--- config.mk ---
export PLATFORM = sky130hd
export DESIGN_NAME = instruction_loader
export DESIGN_NICKNAME = d
export VERILOG_FILES = /design/src/rtl/instruction_loader.sv
export SDC_FILE = /design/constraint.sdc
export NUM_CORES = 1
export LEC_CHECK = 0
export ABC_CLOCK_PERIOD_IN_PS = 5260
export BUFFER_PORTS_ARGS = -buffer_cell sky130_fd_sc_hd__clkbuf_2
export CORE_MARGIN = 10
export CORE_UTILIZATION = 45
export DETAILED_ROUTE_END_ITERATION = 10
export PLACE_DENSITY_LB_ADDON = 0.05
export SLEW_MARGIN = 20
export SYNTH_ARGS = -nofsm -noshare
export SYNTH_HDL_FRONTEND = slang
export SYNTH_SLANG_ARGS = --single-unit
--- constraint.sdc ---
create_clock -name i_clk -period 5.26 [get_ports i_clk]
set_clock_uncertainty 0.05 [all_clocks]
set_input_delay 1.052 -clock i_clk [delete_from_list [all_inputs] [get_ports i_clk]]
set_output_delay 1.052 -clock i_clk [all_outputs]
set_load 0.01 [all_outputs]
--- src/rtl/instruction_loader.sv ---
`timescale 1ns/1ps
`default_nettype none
// ============================================================================
// Module      : instruction_loader
// Description : Assembles a debug-UART byte stream (MSB first) into 32-bit
//               words and writes them to consecutive IMEM addresses from 0.
//               A load ends after HALT_WORD is stored or when IMEM is full.
//               Optional inter-byte timeout: define LOADER_TIMEOUT_EN.
// Revision    : 1.0 - initial release
// ============================================================================
module instruction_loader #(
  parameter int               SIZE            = 32,
  parameter int               MAX_INSTRUCTION = 64,
  parameter int               ADDR_WIDTH      = $clog2(MAX_INSTRUCTION),
  parameter logic [SIZE-1:0]  HALT_WORD       = 32'hFFFF_FFFF,
  parameter int               TIMEOUT_CYCLES  = 1_000_000
) (
  input  logic                  i_clk,
  input  logic                  i_rst,
  input  logic                  i_start,
  input  logic                  i_byte_valid,
  input  logic [7:0]            i_byte,
  output logic                  o_byte_ready,
  output logic                  o_inst_write_enable,
  output logic [ADDR_WIDTH-1:0] o_write_addr,
  output logic [SIZE-1:0]       o_write_data,
  output logic                  o_busy,
  output logic                  o_done,
  output logic [ADDR_WIDTH:0]   o_count,
  output logic                  o_overflow,
  output logic                  o_timeout
);

  localparam logic [1:0] S_IDLE  = 2'd0;
  localparam logic [1:0] S_RECV  = 2'd1;
  localparam logic [1:0] S_WRITE = 2'd2;
  localparam logic [1:0] S_DONE  = 2'd3;

  localparam logic [ADDR_WIDTH-1:0] LAST_ADDR = ADDR_WIDTH'(MAX_INSTRUCTION - 1);

  logic [1:0]            state_q, state_d;
  logic [ADDR_WIDTH-1:0] addr_q, addr_d;
  logic [ADDR_WIDTH:0]   count_q, count_d;
  logic [1:0]            idx_q, idx_d;
  logic [SIZE-1:0]       word_q, word_d;
  logic                  overflow_q, overflow_d;

  logic w_accept;
  logic w_tmo_fire;
  logic w_new_load;

  // Byte handshake and start qualification (start only honoured when idle/done)
  assign w_accept   = i_byte_valid && (state_q == S_RECV);
  assign w_new_load = i_start && ((state_q == S_IDLE) || (state_q == S_DONE));

`ifdef LOADER_TIMEOUT_EN
  localparam int              TMO_W    = $clog2(TIMEOUT_CYCLES + 1);
  localparam logic [TMO_W-1:0] TMO_LAST = TMO_W'(TIMEOUT_CYCLES - 1);

  logic [TMO_W-1:0] tmo_q, tmo_d;
  logic             timeout_q, timeout_d;

  // Fires on the cycle the idle gap within a partial word reaches the limit
  assign w_tmo_fire = (state_q == S_RECV) && !w_accept && (idx_q != 2'd0) &&
                      (tmo_q == TMO_LAST);

  // Inter-byte counter: only counts while a word is partially assembled
  always_comb begin
    tmo_d     = '0;
    timeout_d = timeout_q;
    if ((state_q == S_RECV) && !w_accept && (idx_q != 2'd0)) begin
      tmo_d = tmo_q + TMO_W'(1);
    end
    if (w_new_load) begin
      timeout_d = 1'b0;
    end else if (w_tmo_fire) begin
      timeout_d = 1'b1;
    end
  end

  // Timeout counter and flag registers
  always_ff @(posedge i_clk or posedge i_rst) begin
    if (i_rst) begin
      tmo_q     <= '0;
      timeout_q <= 1'b0;
    end else begin
      tmo_q     <= tmo_d;
      timeout_q <= timeout_d;
    end
  end

  assign o_timeout = timeout_q;
`else
  assign w_tmo_fire = 1'b0;
  assign o_timeout  = 1'b0;
`endif

  // FSM state register
  always_ff @(posedge i_clk or posedge i_rst) begin
    if (i_rst) begin
      state_q <= S_IDLE;
    end else begin
      state_q <= state_d;
    end
  end

  // FSM next-state logic; HALT_WORD takes priority over the full condition
  always_comb begin
    state_d = state_q;
    case (state_q)
      S_IDLE:  if (i_start) state_d = S_RECV;
      S_RECV: begin
        if (w_accept && (idx_q == 2'd3)) begin
          state_d = S_WRITE;
        end else if (w_tmo_fire) begin
          state_d = S_DONE;
        end
      end
      S_WRITE: begin
        if ((word_q == HALT_WORD) || (addr_q == LAST_ADDR)) begin
          state_d = S_DONE;
        end else begin
          state_d = S_RECV;
        end
      end
      S_DONE:  if (i_start) state_d = S_RECV;
      default: state_d = S_IDLE;
    endcase
  end

  // FSM outputs decoded from the current state
  always_comb begin
    o_byte_ready        = (state_q == S_RECV);
    o_inst_write_enable = (state_q == S_WRITE);
    o_busy              = (state_q == S_RECV) || (state_q == S_WRITE);
    o_done              = (state_q == S_DONE);
  end

  // Datapath next values: word assembly, address/count stepping, overflow flag
  always_comb begin
    addr_d     = addr_q;
    count_d    = count_q;
    idx_d      = idx_q;
    word_d     = word_q;
    overflow_d = overflow_q;
    if (w_new_load) begin
      addr_d     = '0;
      count_d    = '0;
      idx_d      = 2'd0;
      overflow_d = 1'b0;
    end else if (w_accept) begin
      word_d = {word_q[SIZE-9:0], i_byte};
      idx_d  = idx_q + 2'd1;
    end else if (state_q == S_WRITE) begin
      count_d = count_q + (ADDR_WIDTH+1)'(1);
      if (word_q != HALT_WORD) begin
        if (addr_q == LAST_ADDR) begin
          overflow_d = 1'b1;
        end else begin
          addr_d = addr_q + ADDR_WIDTH'(1);
          idx_d  = 2'd0;
        end
      end
    end
  end

  // Datapath registers
  always_ff @(posedge i_clk or posedge i_rst) begin
    if (i_rst) begin
      addr_q     <= '0;
      count_q    <= '0;
      idx_q      <= 2'd0;
      word_q     <= '0;
      overflow_q <= 1'b0;
    end else begin
      addr_q     <= addr_d;
      count_q    <= count_d;
      idx_q      <= idx_d;
      word_q     <= word_d;
      overflow_q <= overflow_d;
    end
  end

  assign o_write_addr = addr_q;
  assign o_write_data = word_q;
  assign o_count      = count_q;
  assign o_overflow   = overflow_q;

endmodule
`default_nettype wire

==> run_results.csv <==
group,metric,value,unit
routing,drt_iter0_drc,69,
global_routing,antenna_found_initial,0,
outcome,outcome,"complete, no violations",
cts,cts_sinks,50,
placed_design,gp_congestion,0.708,
global_routing,grt.overflow.total,0,
worst_setup_path,reg2reg_depth,6,
synthesis,synth-seq-cells,50,
cts,cts_setup_buffers,0,
worst_setup_path,critPathMostFrequentCell,"inv_1",
global_routing,grt_first_pass_wirelength,8460,um
floorplan,core,4790,um^2
timing,tightest_slew,841,ps
synthesis,synth_edf_count,0,
timing,max_freq,416,MHz
finish,areaGrowthSynthToFinish,21.9,%
synthesis,ys_types,31,
finish,drive_gt1_share,45.5,%
timing,rsz0062_at_grt,"false",
worst_setup_path,r2r_setup_slack,3050,ps
cts,worstSkewPairLatency,300,ps
worst_setup_path,end_kind,"primary output",
worst_setup_path,timing.rr.start,"state_q[0]",
synthesis,synth_top_area_share,55.4,%
routing,wire_per_inst,15.6,um
run,maxCapViolCount,0,
cts,cts-buffers-inserted,5,
floorplan,initial_core_util,47.2,%
placed_design,numPortBuffers,61,
worst_setup_path,setup.worst_path.start_class,"flip-flop",
placed_design,dpl.hpwl,3570,um
floorplan,die_h,90.8,um
cts,cts_buffer_depth,2,
global_routing,grt_max_degree,51,
finish,layout.filler_cells,437,
worst_setup_path,crit_chain,"inv_1 -> ha_1 -> inv_1 -> clkbuf_2",
synthesis,syn_area,2260,um^2
worst_setup_path,cp_slowest_stage_delay,400,ps
cts,clk_pin_slew,90,ps
timing,finalMaxSlewViolations,0,
cts,h-tree-depth,2,
worst_hold_path,hold_end,"o_overflow",
finish,n_antenna_cell,0,
floorplan,dieArea,8250,um^2
floorplan,dieWidth,90.8,um
synthesis,yosysMostFrequentCell,"dfrtp_1",
cts,clockRootBuffer,"clkbuf_8",
routing,routed_wl,4870,um
synthesis,yosys_warnings,0,
worst_setup_path,crit_buf_inv,3,
routing,avgViaCountPerCell,5.11,
synthesis,synth_common_cells,"dfrtp_1 (50), mux2_2 (32), nand2_1 (12)",
worst_hold_path,hold_start,"o_overflow",
routing,via_count,1600,
cts,cts_tree,"yes",
synthesis,ys.flop_type,"dfrtp_1",
worst_setup_path,cp_data_required_time,4160,ps
finish,fin_nets,263,
timing,hold_violations,0,
synthesis,synth.largest_area_cell,"dfrtp_1",
routing,drt_first_pass_iters,4,
floorplan,pin_count,63,
finish,multiInputGateArea,940,um^2
finish,regArea,1250,um^2
synthesis,synth_area_per_cell,12.4,um^2
worst_setup_path,path_max_fanout,4,
timing,timing.final.crit_share,45.7,%
routing,ant_nets,0,
timing,layout_min_cycle_time,2400,ps
synthesis,syn_nets,200,
synthesis,ys_seq_area_share,55.4,%
synthesis,synth_area_leaders,"dfrtp_1 (55%), mux2_2 (16%), ha_1 (3.3%)",
global_routing,grt_pass1_vias,1744,
worst_hold_path,hp-class,"reg -> reg",
worst_setup_path,cp_top_family,"flip-flops",
worst_setup_path,crit_arrival,1300,ps
cts,ctsHoldBuffers,0,
power_and_ir_drop,pwr_density_cell,563,nW/um^2
worst_setup_path,critical_path_class,"reg -> out",
power_and_ir_drop,ir_worst_vdd,290,uV
floorplan,fp-row-count,25,
worst_setup_path,cp_slowest_cell,"dfrtp_1",
worst_hold_path,whs_path_depth,2,
synthesis,synth_cells,182,
routing,drc,0,
cts,ctsResizeCount,0,
synthesis,synthArstFlopShare,100,%
worst_setup_path,timing.rr.end,"o_write_data[27]",
timing,relSlewSlack,43.9,%
power_and_ir_drop,finalPower,1.55,mW
timing,fin_setup_tns,0,ps
power_and_ir_drop,leakagePower,1.36,nW
global_routing,grt.total_usage,12.2,%
timing,setup_violations,0,
[through the flow]
step | setup slack, ps | instances | hold WS (ps) | area (um^2) | utilization [%]
2_1_floorplan | 2960 | 182 | 420 | 2260 | -
3_3_place_gp | 2660 | 305 | 439 | 2610 | 54.5
3_5_place_dp | 2650 | 305 | 439 | 2610 | 54.5
4_1_cts | 2840 | 313 | 461 | 2750 | 57.5
5_1_grt | 2760 | 313 | 485 | 2750 | 57.5
6_report | 2860 | 313 | 457 | 2750 | 57.5
[flip-flops by register name (all words and copies together) (netlist names)]
register	flops
o_count	7
idx_q	2
o_write_addr	6
o_overflow	1
state_q	2
o_write_data	32
[power by group]
part           internal [mW]  switching [mW]
Combinational          0.274           0.276
Sequential             0.528           0.142
Clock                  0.203           0.127
Total                   1.01           0.545
[routing by layer]
layer | part of all wire [%] | global-route usage, % | vias to the layer above
met5 | 0 | 0 | -
met4 | 0.82 | 3.52 | 0
met3 | 6.5 | 4.82 | 4
met2 | 49 | 20.5 | 35
met1 | 44 | 14.0 | 784
li1 | - | - | 777
[worst max path at each step]
stage	endpoint	startpoint	slack, ps	cells after the start
floorplan	idx_q[0]	i_rst	2960	1
global placement	o_write_data[23]	i_start	2660	5
detailed placement	o_write_data[13]	i_start	2650	5
CTS	o_busy	state_q[0]	2840	4
global route	o_busy	state_q[0]	2760	4
finish	o_busy	state_q[0]	2860	4
[kinds of logic after synthesis]
| kind of cell | count (synthesis) | share of synthesized area [%] |
|---|---|---|
| simple gates | 52 | 12.7 |
| flops | 50 | 55.4 |
| mux | 33 | 16.4 |
| compound gates | 22 | 6.65 |
| buf+inv | 12 | 2.99 |
| fa+ha+maj | 6 | 3.32 |
| xor+xnor | 6 | 2.33 |
| other cells | 1 | 0.166 |
[worst register-to-register path, stage by stage (launching register included)]
cell	delay, ps
dfrtp_1	400
inv_1	60
ha_1	310
and2_1	340
nor2_2	170
buf_4	390
mux2_2	390
[area by class of cell]
cell class / instances / share of cell area, %
flip-flops and latches: 50 / 45.4
clock inverters: 2 / 2.18
clock buffers: 6 / 3.00
inverters: 6 / 0.863
multi-input cells: 120 / 34.1
well taps: 67 / 3.04
repair buffers: 62 / 11.4
[cell usage in the layout (no fill, tap or decap)]
cell and count:
a21bo_2 1, a21oi_1 9, a21oi_2 1, a311oi_2 1, a31o_2 2, a41o_1 2, and2_1 3, and3_1 2
and4b_1 1, buf_4 1, bufinv_16 2, clkbuf_2 61, clkbuf_8 6, clkinv_2 1, conb_1 1, dfrtp_1 50
ha_1 6, inv_1 5, mux2_2 32, mux2i_1 1, nand2_1 12, nand2b_1 1, nand3_1 7, nand4_1 11
nor2_1 11, nor2_2 1, nor3_2 1, nor4_2 1, nor4_4 1, o21ai_0 4, o22ai_1 1, o31ai_1 1
xor2_1 6
Power figures use the tool's default switching activity.
